## config.mk

```make
export PLATFORM = sky130hd
export DESIGN_NAME = seg_scan_ctrl
export DESIGN_NICKNAME = d
export VERILOG_FILES = /design/src/rtl/seg_pkg.sv /design/src/rtl/seg_decode.sv /design/src/rtl/seg_scan_ctrl.sv
export SDC_FILE = /design/constraint.sdc
export NUM_CORES = 1
export LEC_CHECK = 0
export ABC_CLOCK_PERIOD_IN_PS = 4690
export CAP_MARGIN = 20
export CELL_PAD_IN_SITES_DETAIL_PLACEMENT = 1
export CELL_PAD_IN_SITES_GLOBAL_PLACEMENT = 2
export CORE_MARGIN = 1
export CORE_UTILIZATION = 35
export DETAILED_ROUTE_END_ITERATION = 8
export PLACE_DENSITY_LB_ADDON = 0.1
export SYNTH_ARGS = -nofsm -noshare
export SYNTH_HDL_FRONTEND = slang
export SYNTH_SLANG_ARGS = --single-unit
```

## constraint.sdc

```tcl
create_clock -name clk -period 4.69 [get_ports clk]
set_input_delay 0.7035 -clock clk [delete_from_list [all_inputs] [get_ports clk]]
set_output_delay 0.7035 -clock clk [all_outputs]
set_load 0.05 [all_outputs]
```

## src/rtl/seg_pkg.sv

```systemverilog
// Shared definitions for the multiplexed seven-segment scan controller:
// FSM state encoding and active-high {g,f,e,d,c,b,a} glyph patterns.
package seg_pkg;

  typedef enum logic [1:0] {
    ST_IDLE = 2'd0,
    ST_DEAD = 2'd1,
    ST_ON   = 2'd2
  } state_t;

  localparam logic [6:0] SEG_BCD [10] = '{
    7'h3F, 7'h06, 7'h5B, 7'h4F, 7'h66,
    7'h6D, 7'h7D, 7'h07, 7'h7F, 7'h6F
  };

  localparam logic [6:0] SEG_DASH  = 7'h40;
  localparam logic [7:0] SEG_OFF_N = 8'hFF;

endpackage

```

## src/rtl/seg_decode.sv

```systemverilog
// BCD nibble to active-low {dp,g,f,e,d,c,b,a} pattern; non-BCD codes show a dash.
module seg_decode
  import seg_pkg::*;
(
  input  logic [3:0] i_nibble,
  input  logic       i_blank,
  input  logic       i_dp,
  output logic [7:0] o_seg_n
);

  logic [6:0] w_seg;

  // The decimal point is kept out of the blanking decision on purpose.
  always_comb begin
    w_seg = SEG_DASH;
    if (i_blank) begin
      w_seg = '0;
    end else if (i_nibble <= 4'd9) begin
      w_seg = SEG_BCD[i_nibble];
    end
  end

  assign o_seg_n = ~{i_dp, w_seg};

endmodule

```

## src/rtl/seg_scan_ctrl.sv

```systemverilog
// Time-multiplexed seven-segment scanner: per digit a dark gap then a lit slot,
// decoding from a per-frame snapshot so the counter chain never tears a frame.
module seg_scan_ctrl
  import seg_pkg::*;
#(
  parameter int NDIG     = 6,
  parameter int SCAN_DIV = 50000,
  parameter int DEAD_CYC = 500
) (
  input  logic              clk,
  input  logic              reset,
  input  logic              en,
  input  logic [4*NDIG-1:0] digits,
  input  logic [NDIG-1:0]   dp,
  input  logic              blank_lz,
  output logic [7:0]        seg_n,
  output logic [NDIG-1:0]   an_n,
  output logic [2:0]        scan_idx,
  output logic              frame_done
);

  localparam int MAXC = (SCAN_DIV > DEAD_CYC) ? SCAN_DIV : DEAD_CYC;
  localparam int CW   = (MAXC > 1) ? $clog2(MAXC) : 1;
  localparam logic [CW-1:0] DEAD_LAST = CW'(DEAD_CYC - 1);
  localparam logic [CW-1:0] SCAN_LAST = CW'(SCAN_DIV - 1);
  localparam logic [2:0]    LAST_IDX  = 3'(NDIG - 1);

  state_t              r_state;
  logic [CW-1:0]       r_cnt;
  logic [2:0]          r_idx;
  logic [4*NDIG-1:0]   r_snapDigits;
  logic [NDIG-1:0]     r_snapDp;
  logic                r_snapBlank;
  logic [7:0]          r_segN;
  logic [NDIG-1:0]     r_anN;
  logic                r_frameDone;

  state_t              w_nextState;
  logic [2:0]          w_nextIdx;
  logic                w_takeSnap;
  logic                w_wrap;
  logic [4*NDIG-1:0]   w_srcDigits;
  logic [NDIG-1:0]     w_srcDp;
  logic                w_srcBlank;
  logic [3:0]          w_nibble;
  logic                w_dpBit;
  logic                w_blank;
  logic [7:0]          w_decSegN;

  always_comb begin
    w_nextState = r_state;
    w_nextIdx   = r_idx;
    w_takeSnap  = 1'b0;
    w_wrap      = 1'b0;
    case (r_state)
      ST_IDLE: begin
        if (en) begin
          w_nextState = ST_DEAD;
          w_nextIdx   = 3'd0;
          w_takeSnap  = 1'b1;
        end
      end
      ST_DEAD: begin
        if (!en) begin
          w_nextState = ST_IDLE;
          w_nextIdx   = 3'd0;
        end else if (r_cnt == DEAD_LAST) begin
          w_nextState = ST_ON;
        end
      end
      ST_ON: begin
        if (!en) begin
          w_nextState = ST_IDLE;
          w_nextIdx   = 3'd0;
        end else if (r_cnt == SCAN_LAST) begin
          w_nextState = ST_DEAD;
          if (r_idx == LAST_IDX) begin
            w_nextIdx  = 3'd0;
            w_takeSnap = 1'b1;
            w_wrap     = 1'b1;
          end else begin
            w_nextIdx = r_idx + 3'd1;
          end
        end
      end
      default: begin
        w_nextState = ST_IDLE;
        w_nextIdx   = 3'd0;
      end
    endcase
  end

  // On a snapshot edge the pattern registered alongside must come from the
  // live inputs, since the snapshot registers only update at that same edge.
  assign w_srcDigits = w_takeSnap ? digits   : r_snapDigits;
  assign w_srcDp     = w_takeSnap ? dp       : r_snapDp;
  assign w_srcBlank  = w_takeSnap ? blank_lz : r_snapBlank;

  always_comb begin
    w_nibble = 4'd0;
    w_dpBit  = 1'b0;
    w_blank  = w_srcBlank && (w_nextIdx != 3'd0);
    for (int k = 0; k < NDIG; k++) begin
      if (3'(k) == w_nextIdx) begin
        w_nibble = w_srcDigits[4*k +: 4];
        w_dpBit  = w_srcDp[k];
      end
      if ((3'(k) >= w_nextIdx) && (w_srcDigits[4*k +: 4] != 4'd0)) begin
        w_blank = 1'b0;
      end
    end
  end

  seg_decode u_decode (
    .i_nibble (w_nibble),
    .i_blank  (w_blank),
    .i_dp     (w_dpBit),
    .o_seg_n  (w_decSegN)
  );

  always_ff @(posedge clk or posedge reset) begin
    if (reset) begin
      r_state      <= ST_IDLE;
      r_cnt        <= '0;
      r_idx        <= 3'd0;
      r_snapDigits <= '0;
      r_snapDp     <= '0;
      r_snapBlank  <= 1'b0;
    end else begin
      r_state <= w_nextState;
      r_idx   <= w_nextIdx;
      if ((w_nextState != r_state) || (w_nextState == ST_IDLE)) begin
        r_cnt <= '0;
      end else begin
        r_cnt <= r_cnt + 1'b1;
      end
      if (w_takeSnap) begin
        r_snapDigits <= digits;
        r_snapDp     <= dp;
        r_snapBlank  <= blank_lz;
      end
    end
  end

  // Outputs are registered from the next-state view so they line up with r_state.
  always_ff @(posedge clk or posedge reset) begin
    if (reset) begin
      r_segN      <= SEG_OFF_N;
      r_anN       <= '1;
      r_frameDone <= 1'b0;
    end else begin
      r_segN      <= (w_nextState == ST_IDLE) ? SEG_OFF_N : w_decSegN;
      r_anN       <= (w_nextState == ST_ON) ? ~(NDIG'(1) << w_nextIdx) : '1;
      r_frameDone <= w_wrap;
    end
  end

  assign seg_n      = r_segN;
  assign an_n       = r_anN;
  assign scan_idx   = r_idx;
  assign frame_done = r_frameDone;

endmodule

```

==> impl_metrics.toml, run 1 <==
[status]
status = "finished, final reports clean"

[cells_and_area]
layout-drive-gt1-share_pct = 20.35
fin_area_sq_mm = 0.004467
area.growth.synth_to_final_pct = 24.00
final.fill_count = 1091
final_nets = 438
diodes_inserted = 0

[clocking]
ctsHoldBuffers = 0
clock_insertion_delay_worst_skew_ns = 0.35
cts_tree = "built"
cts-resized-gates = 0
post_cts_buffers = 0
cts_sinks = 67
cts.reportedPaths.clkPinSlew_ns = 0.08
clock_tree.root_cell = "clkbuf_8"
cts_buffers = 9
clock_h_tree_levels = 3
cts_buffer_depth = 2

[synth]
synth_enable_flop_cells = 0
synth.lib_cells_used.distinct = 68
synth_nets = 380
syn-cell-area_sq_mm = 0.003602
synthArstFlopShare_pct = 100.0
ys.warnings.count = 0
synth_ff_type = "dfrtp_1"
synthesis.instances = 340
yosysSeqAreaShare_pct = 47.03
post_synth.cell_area_avg_sq_um = 10.59
postSynthRegisterBits = 67

[critical_path]
critical_path_rt_ns = 4.96
reg2reg_depth = 13
critPathTopFamily = "simple AND/OR/NAND/NOR gates"
r2r_end = "seg_n[4]"
slowest_delay_ns = 0.61
setup.reg_to_reg.worst_slack_ns = 0.73
critical_path.slowest_cell = "or4_4"
crit_path_max_fanout = 8
worstReg2RegStart = "r_cnt[11]"
critical_path.cell_chain = "or4_4 -> nor4_4 -> mux2i_1 -> nor2_1 -> inv_2 -> a32o_1 -> o221ai_1 -> nand2_1 -> inv_1 -> ha_1 -> o21a_1 -> o21ai_2 -> a211o_1"
crit_path_end_kind = "flip-flop"
cp.buffers_inverters = 2
arrival_ns = 4.24
timing_worst_setup_path_type = "reg2reg"
critPathLaunchType = "flip-flop"

[die]
die_w_um = 103.5
placement_rows = 36
core-area_sq_mm = 0.009864
die_height_um = 103.5
floorplan.initialDensity_pct = 36.52
die_area_sq_mm = 0.01070
pin_count = 52

[power_and_ir_drop]
power.sequential.fraction_pct = 47.4
netSwitchingPower_uw = 401.2
max-vdd-ir-drop_uv = 144.3
proportion_of_total_power_due_to_net_switching_pct = 28.79
power.static_leakage_uw = 0.001828
power_report.internal_total_uw = 992.2
clock_power_share_pct = 32.9
comb_power_share_pct = 19.7
power.density_mw_per_mm2 = 312.0

[placement]
place_hpwl_um = 7315
finalWeightedCongestion = 0.7585
area_after_dpl_sq_mm = 0.004284
portBuffers = 51

[grt]
grt_start_max_net_pins = 40
gr-usage-all-layers_pct = 20.01
vias_in_the_first_global_route = 2906
grt_overflow = 0
wire_length_of_the_first_global_routing_pass_um = 15760
antenna_found_initial = 0

[detailed_routing]
drt_pass1_iterations = 4
drt_iter0_drc = 84
residual_antenna_violating_net_count_after_detailed_routing = 0
drc = 0
detail_route.wl_per_cell_um = 17.98
routed_wl_um = 9635
vias = 2763
vias_per_cell = 5.155

[worst_hold_path]
holdCritStartpoint = "r_cnt[0]"
min_delay_worst_endpoint = "r_cnt[0]"
hold_path.class = "reg2reg"
whs_path_depth = 1

[timing]
slew_at_the_pin_closest_to_its_max_slew_limit_ns = 0.8489
finalHoldViolations = 0
minimum_clock_period_after_layout_ns = 3.964
slew_headroom_pct = 43.33
clock.fmax_mhz = 252.3
report.final.slew_viol_count = 0
totalNegativeSetupSlack_ns = 0
grt_setup_unrepaired = "no"
fin_skew_ns = 0.01117
min_period_over_period_pct = 84.51
timing.final.setup_violations = 0

[job]
max_cap_viols = 0
-- synth_stat cells, types with 6 or more instances --
library cell	count	share of area, %
dfrtp_1	53	37
nor2_1	40	4.2
nand2_1	22	2.3
mux2_2	20	6.3
inv_1	15	1.6
dfstp_2	14	10
nand3_1	11	1.5
a21oi_1	10	1.4
mux2i_1	10	2.8
clkbuf_1	9	0.94
xor2_1	9	2.2
nor3_1	7	0.97
nor4_1	7	1.2
ha_1	6	2.1
o21ai_0	6	0.83
o21ai_1	6	0.83
xnor2_1	6	1.5
-- placed cells by master, fill, tap and decap left out, drive strengths merged, types with 9 or more instances in the layout --
cell / count
a21oi: 11
buf: 10
clkbuf: 14
clkdlybuf4s50: 51
dfrtp: 53
dfstp: 14
inv: 17
mux2: 25
mux2i: 11
nand2: 23
nand3: 11
nor2: 40
nor4: 9
o21ai: 13
xor2: 9
-- flip-flops by register name, summed over array words and instances, names as in the netlist --
name and count:
r_state 2, seg_n 8, scan_idx 3, an_n 6, r_snapBlank 1, frame_done 1, r_cnt 16, r_snapDigits 24
r_snapDp 6
-- worst register-to-register path, stage by stage, from the launching register on --
cell and delay [ns]:
dfrtp_1 0.43, or4_4 0.61, nor4_4 0.51, mux2i_1 0.23
nor2_1 0.31, inv_2 0.17, a32o_1 0.29, o221ai_1 0.30
nand2_1 0.18, inv_1 0.14, ha_1 0.23, o21a_1 0.16
o21ai_2 0.08, a211o_1 0.24
-- metal layers --
metal  track usage, %  wire length [um]  up-vias
met5                0                 0        -
met4            5.525               120        0
met3            3.763               289       12
met2            30.82              4430       46
met1            28.70              4794     1373
li1                 -                 -     1332
-- cells by family (layout without fill, tap and decap cells) --
kind of cell / Yosys count / after routing / share of synthesized area (%)
buffers and inverters: 31 / 94 / 3.925
AO/OA/AOI/OAI: 60 / 60 / 13.20
flip-flops: 67 / 67 / 47.03
AND/OR/NAND/NOR: 125 / 125 / 18.48
multiplexers: 36 / 36 / 11.64
adder cells (fa/ha/maj): 6 / 6 / 2.084
XOR/XNOR: 15 / 15 / 3.647
-- power by group through the flow --
stage	registers, uW	logic [uW]	clock network [uW]
6_report	660	275	458
5_1_grt	667	300	497
4_1_cts	661	279	478
3_5_place_dp	671	277	0
3_3_place_gp	670	273	0
2_1_floorplan	703	144	0
-- layout make-up --
class / instances / area, sq um / area share [%]
Multi-Input combinational cell: 242 / 1774 / 39.72
Sequential cell: 67 / 1694 / 37.93
Timing Repair Buffer: 61 / 585.6 / 13.11
Clock buffer: 14 / 172.7 / 3.866
Tap cell: 133 / 166.4 / 3.726
Inverter: 17 / 63.81 / 1.429
Clock inverter: 2 / 10.01 / 0.2241
-- worst max-delay path by stage --
stage	start	to	slack (ns)	cells past startpoint
floorplan	r_cnt[7]	seg_n[1]	1.19	14
global placement	en	seg_n[3]	0.59	14
detailed placement	en	seg_n[3]	0.51	14
CTS	r_cnt[11]	seg_n[1]	0.70	13
global route	r_cnt[7]	seg_n[1]	0.44	13
finish	r_cnt[11]	seg_n[4]	0.73	13
-- stage by stage --
stage               total power [uW]  setup slack, ns  utilization, %  hold slack, ns  instances
CTS                             1418           0.7007           45.28          0.4691        536
finish                          1393           0.7265           45.28          0.4609        536
global route                    1463           0.4410           45.28          0.4962        536
detailed placement             948.3           0.5059           43.43          0.4592        520
global placement               942.2           0.5923           43.43          0.4471        520
floorplan                      847.1            1.191               -          0.4329        340
No activity file was read; power rests on OpenSTA's default activity.
==> inputs of run 2 (changes only) <==
Settings changed: ABC_CLOCK_PERIOD_IN_PS 4690 to 4100.
Clock period 4.69 ns to 4.1 ns, I/O delays scaled along.
==> run 2 against run 1 <==
  * Sequential cell count unchanged
  * Cell count increased by 0.93%
  * Maximum frequency increased by 4.0%
  * Cell area increased by 0.42%
  * Via count increased by 2.1%
  * Sequential power increased by 14%
  * Power increased by 11%
  * Highest routed layer unchanged
==> impl_metrics.toml, run 2 (same netlist as run 1, synthesis figures left out) <==
[clocking]
clock_insertion_delay_worst_skew_ns = 0.35
ctsHoldBuffers = 0
clock_h_tree_levels = 3
post_cts_buffers = 0
cts.reportedPaths.clkPinSlew_ns = 0.08
cts_sinks = 67
clock_tree.root_cell = "clkbuf_8"
cts_tree = "built"
cts_buffers = 9
cts_buffer_depth = 2

[power_and_ir_drop]
max-vdd-ir-drop_uv = 158.5
power.density_mw_per_mm2 = 344.1
power.static_leakage_uw = 0.001834

[die]
core-area_sq_mm = 0.009864
die_area_sq_mm = 0.01070
pin_count = 52
die_w_um = 103.5
floorplan.initialDensity_pct = 36.52
placement_rows = 36
die_height_um = 103.5

[cells_and_area]
final.fill_count = 1103
fin_area_sq_mm = 0.004486
largest_reg_flops = 24
multi_input_area_sq_mm = 0.001777
layout-drive-gt1-share_pct = 21.57
area.growth.synth_to_final_pct = 24.52
final_nets = 443
seqCellArea_sq_mm = 0.001694
mostFrequentLayoutCell = "dfrtp_1"
layout.cells.most_common_list = "53 x dfrtp_1, 51 x clkdlybuf4s50_1, 39 x nor2_1, 22 x nand2_1, 20 x mux2_2"
diodes_inserted = 0
registers.top_by_ff_count = "r_snapDigits"

[timing]
fin_skew_ns = 0.01392
timing.final.setup_violations = 0
report.final.slew_viol_count = 0
finalHoldViolations = 0
slew_headroom_pct = 41.70
slew_at_the_pin_closest_to_its_max_slew_limit_ns = 0.8745
minimum_clock_period_after_layout_ns = 3.812
grt_setup_unrepaired = "no"
clock.fmax_mhz = 262.4
min_period_over_period_pct = 92.97
totalNegativeSetupSlack_ns = 0

[worst_hold_path]
hold_path.class = "reg2reg"
holdCritStartpoint = "r_cnt[0]"

[grt]
antenna_found_initial = 0
gr-usage-all-layers_pct = 19.86
grt_overflow = 0
wire_length_of_the_first_global_routing_pass_um = 15610
vias_in_the_first_global_route = 2872
grt_start_max_net_pins = 68

[critical_path]
arrival_ns = 4.09
critical_path_rt_ns = 4.37
timing_worst_setup_path_type = "reg2reg"
worstSetupStartpoint = "r_cnt[11]"
crit_path_end_kind = "flip-flop"
worstReg2RegStart = "r_cnt[11]"
crit_path_max_fanout = 6
critPathLaunchType = "flip-flop"

[detailed_routing]
drt_pass1_iterations = 4
detail_route.wl_per_cell_um = 17.83
drc = 0
residual_antenna_violating_net_count_after_detailed_routing = 0
routed_wl_um = 9645
drt_iter0_drc = 74
vias = 2820
vias_per_cell = 5.213

[placement]
portBuffers = 51
area_after_dpl_sq_mm = 0.004322
finalWeightedCongestion = 0.7618
place_hpwl_um = 7372

[job]
max_cap_viols = 0

[status]
status = "finished, final reports clean"
## run 2: power breakdown
part	switching [uW]	leakage, uW	internal, uW	total, uW
Combinational	172	0.000939	138	310
Sequential	26.3	0.000815	729	755
Clock	262	0.0000791	217	479
## run 2: worst max-delay path, cell delays in order (launching register included)
cell,delay [ns]
dfrtp_1,0.43
or4_4,0.61
or4_1,0.69
a32oi_2,0.25
o21ai_1,0.23
nor2_2,0.23
nand4_1,0.13
o21bai_2,0.27
inv_1,0.10
ha_1,0.24
o21a_1,0.20
o21ai_2,0.21
o21bai_1,0.14
## run 2: repair_timing
action / 4_1_cts / 5_1_grt
endpoints found under the hold margin: 0 / 0
setup endpoints to repair: 0 / 5
resized for setup: 0 / 1
## run 2: layer usage
| layer | global-route usage (%) | wire length (um) | up-vias |
|---|---|---|---|
| li1 | - | - | 1339 |
| met4 | 4.550 | 86 | 0 |
| met1 | 28.05 | 4755 | 1423 |
| met2 | 31.13 | 4426 | 51 |
| met5 | 0 | 0 | - |
| met3 | 4.301 | 376 | 7 |
## run 2: area by class of cell
cell class / count / area share (%)
Clock buffer: 11 / 2.929
Tap cell: 133 / 3.710
Inverter: 17 / 1.423
Sequential cell: 67 / 37.77
Clock inverter: 5 / 0.6695
Multi-Input combinational cell: 242 / 39.61
Timing Repair Buffer: 66 / 13.89
## run 2: worst paths after layout
check	cells past startpoint	slack, ns	end
max	12	0.29	seg_n[3]
min	1	0.46	r_cnt[0]
max reg2reg	12	0.29	seg_n[3]
min reg2reg	1	0.46	r_cnt[0]
max in group asynchronous	3	2.68	r_snapDigits[21]
min in group asynchronous	3	0.86	r_snapDigits[20]
## run 2: metrics by stage
step                cells  util (%)  worst slack, ns  total power (uW)  hold slack [ns]
floorplan             340         -           0.6012             968.9           0.4329
global placement      525     43.81           0.3625              1075           0.4462
global route          541     45.47          0.01451              1627           0.5063
finish                541     45.47           0.2883              1544           0.4622
CTS                   541     45.45           0.2179              1567           0.4648
detailed placement    525     43.81           0.2413              1081           0.4539
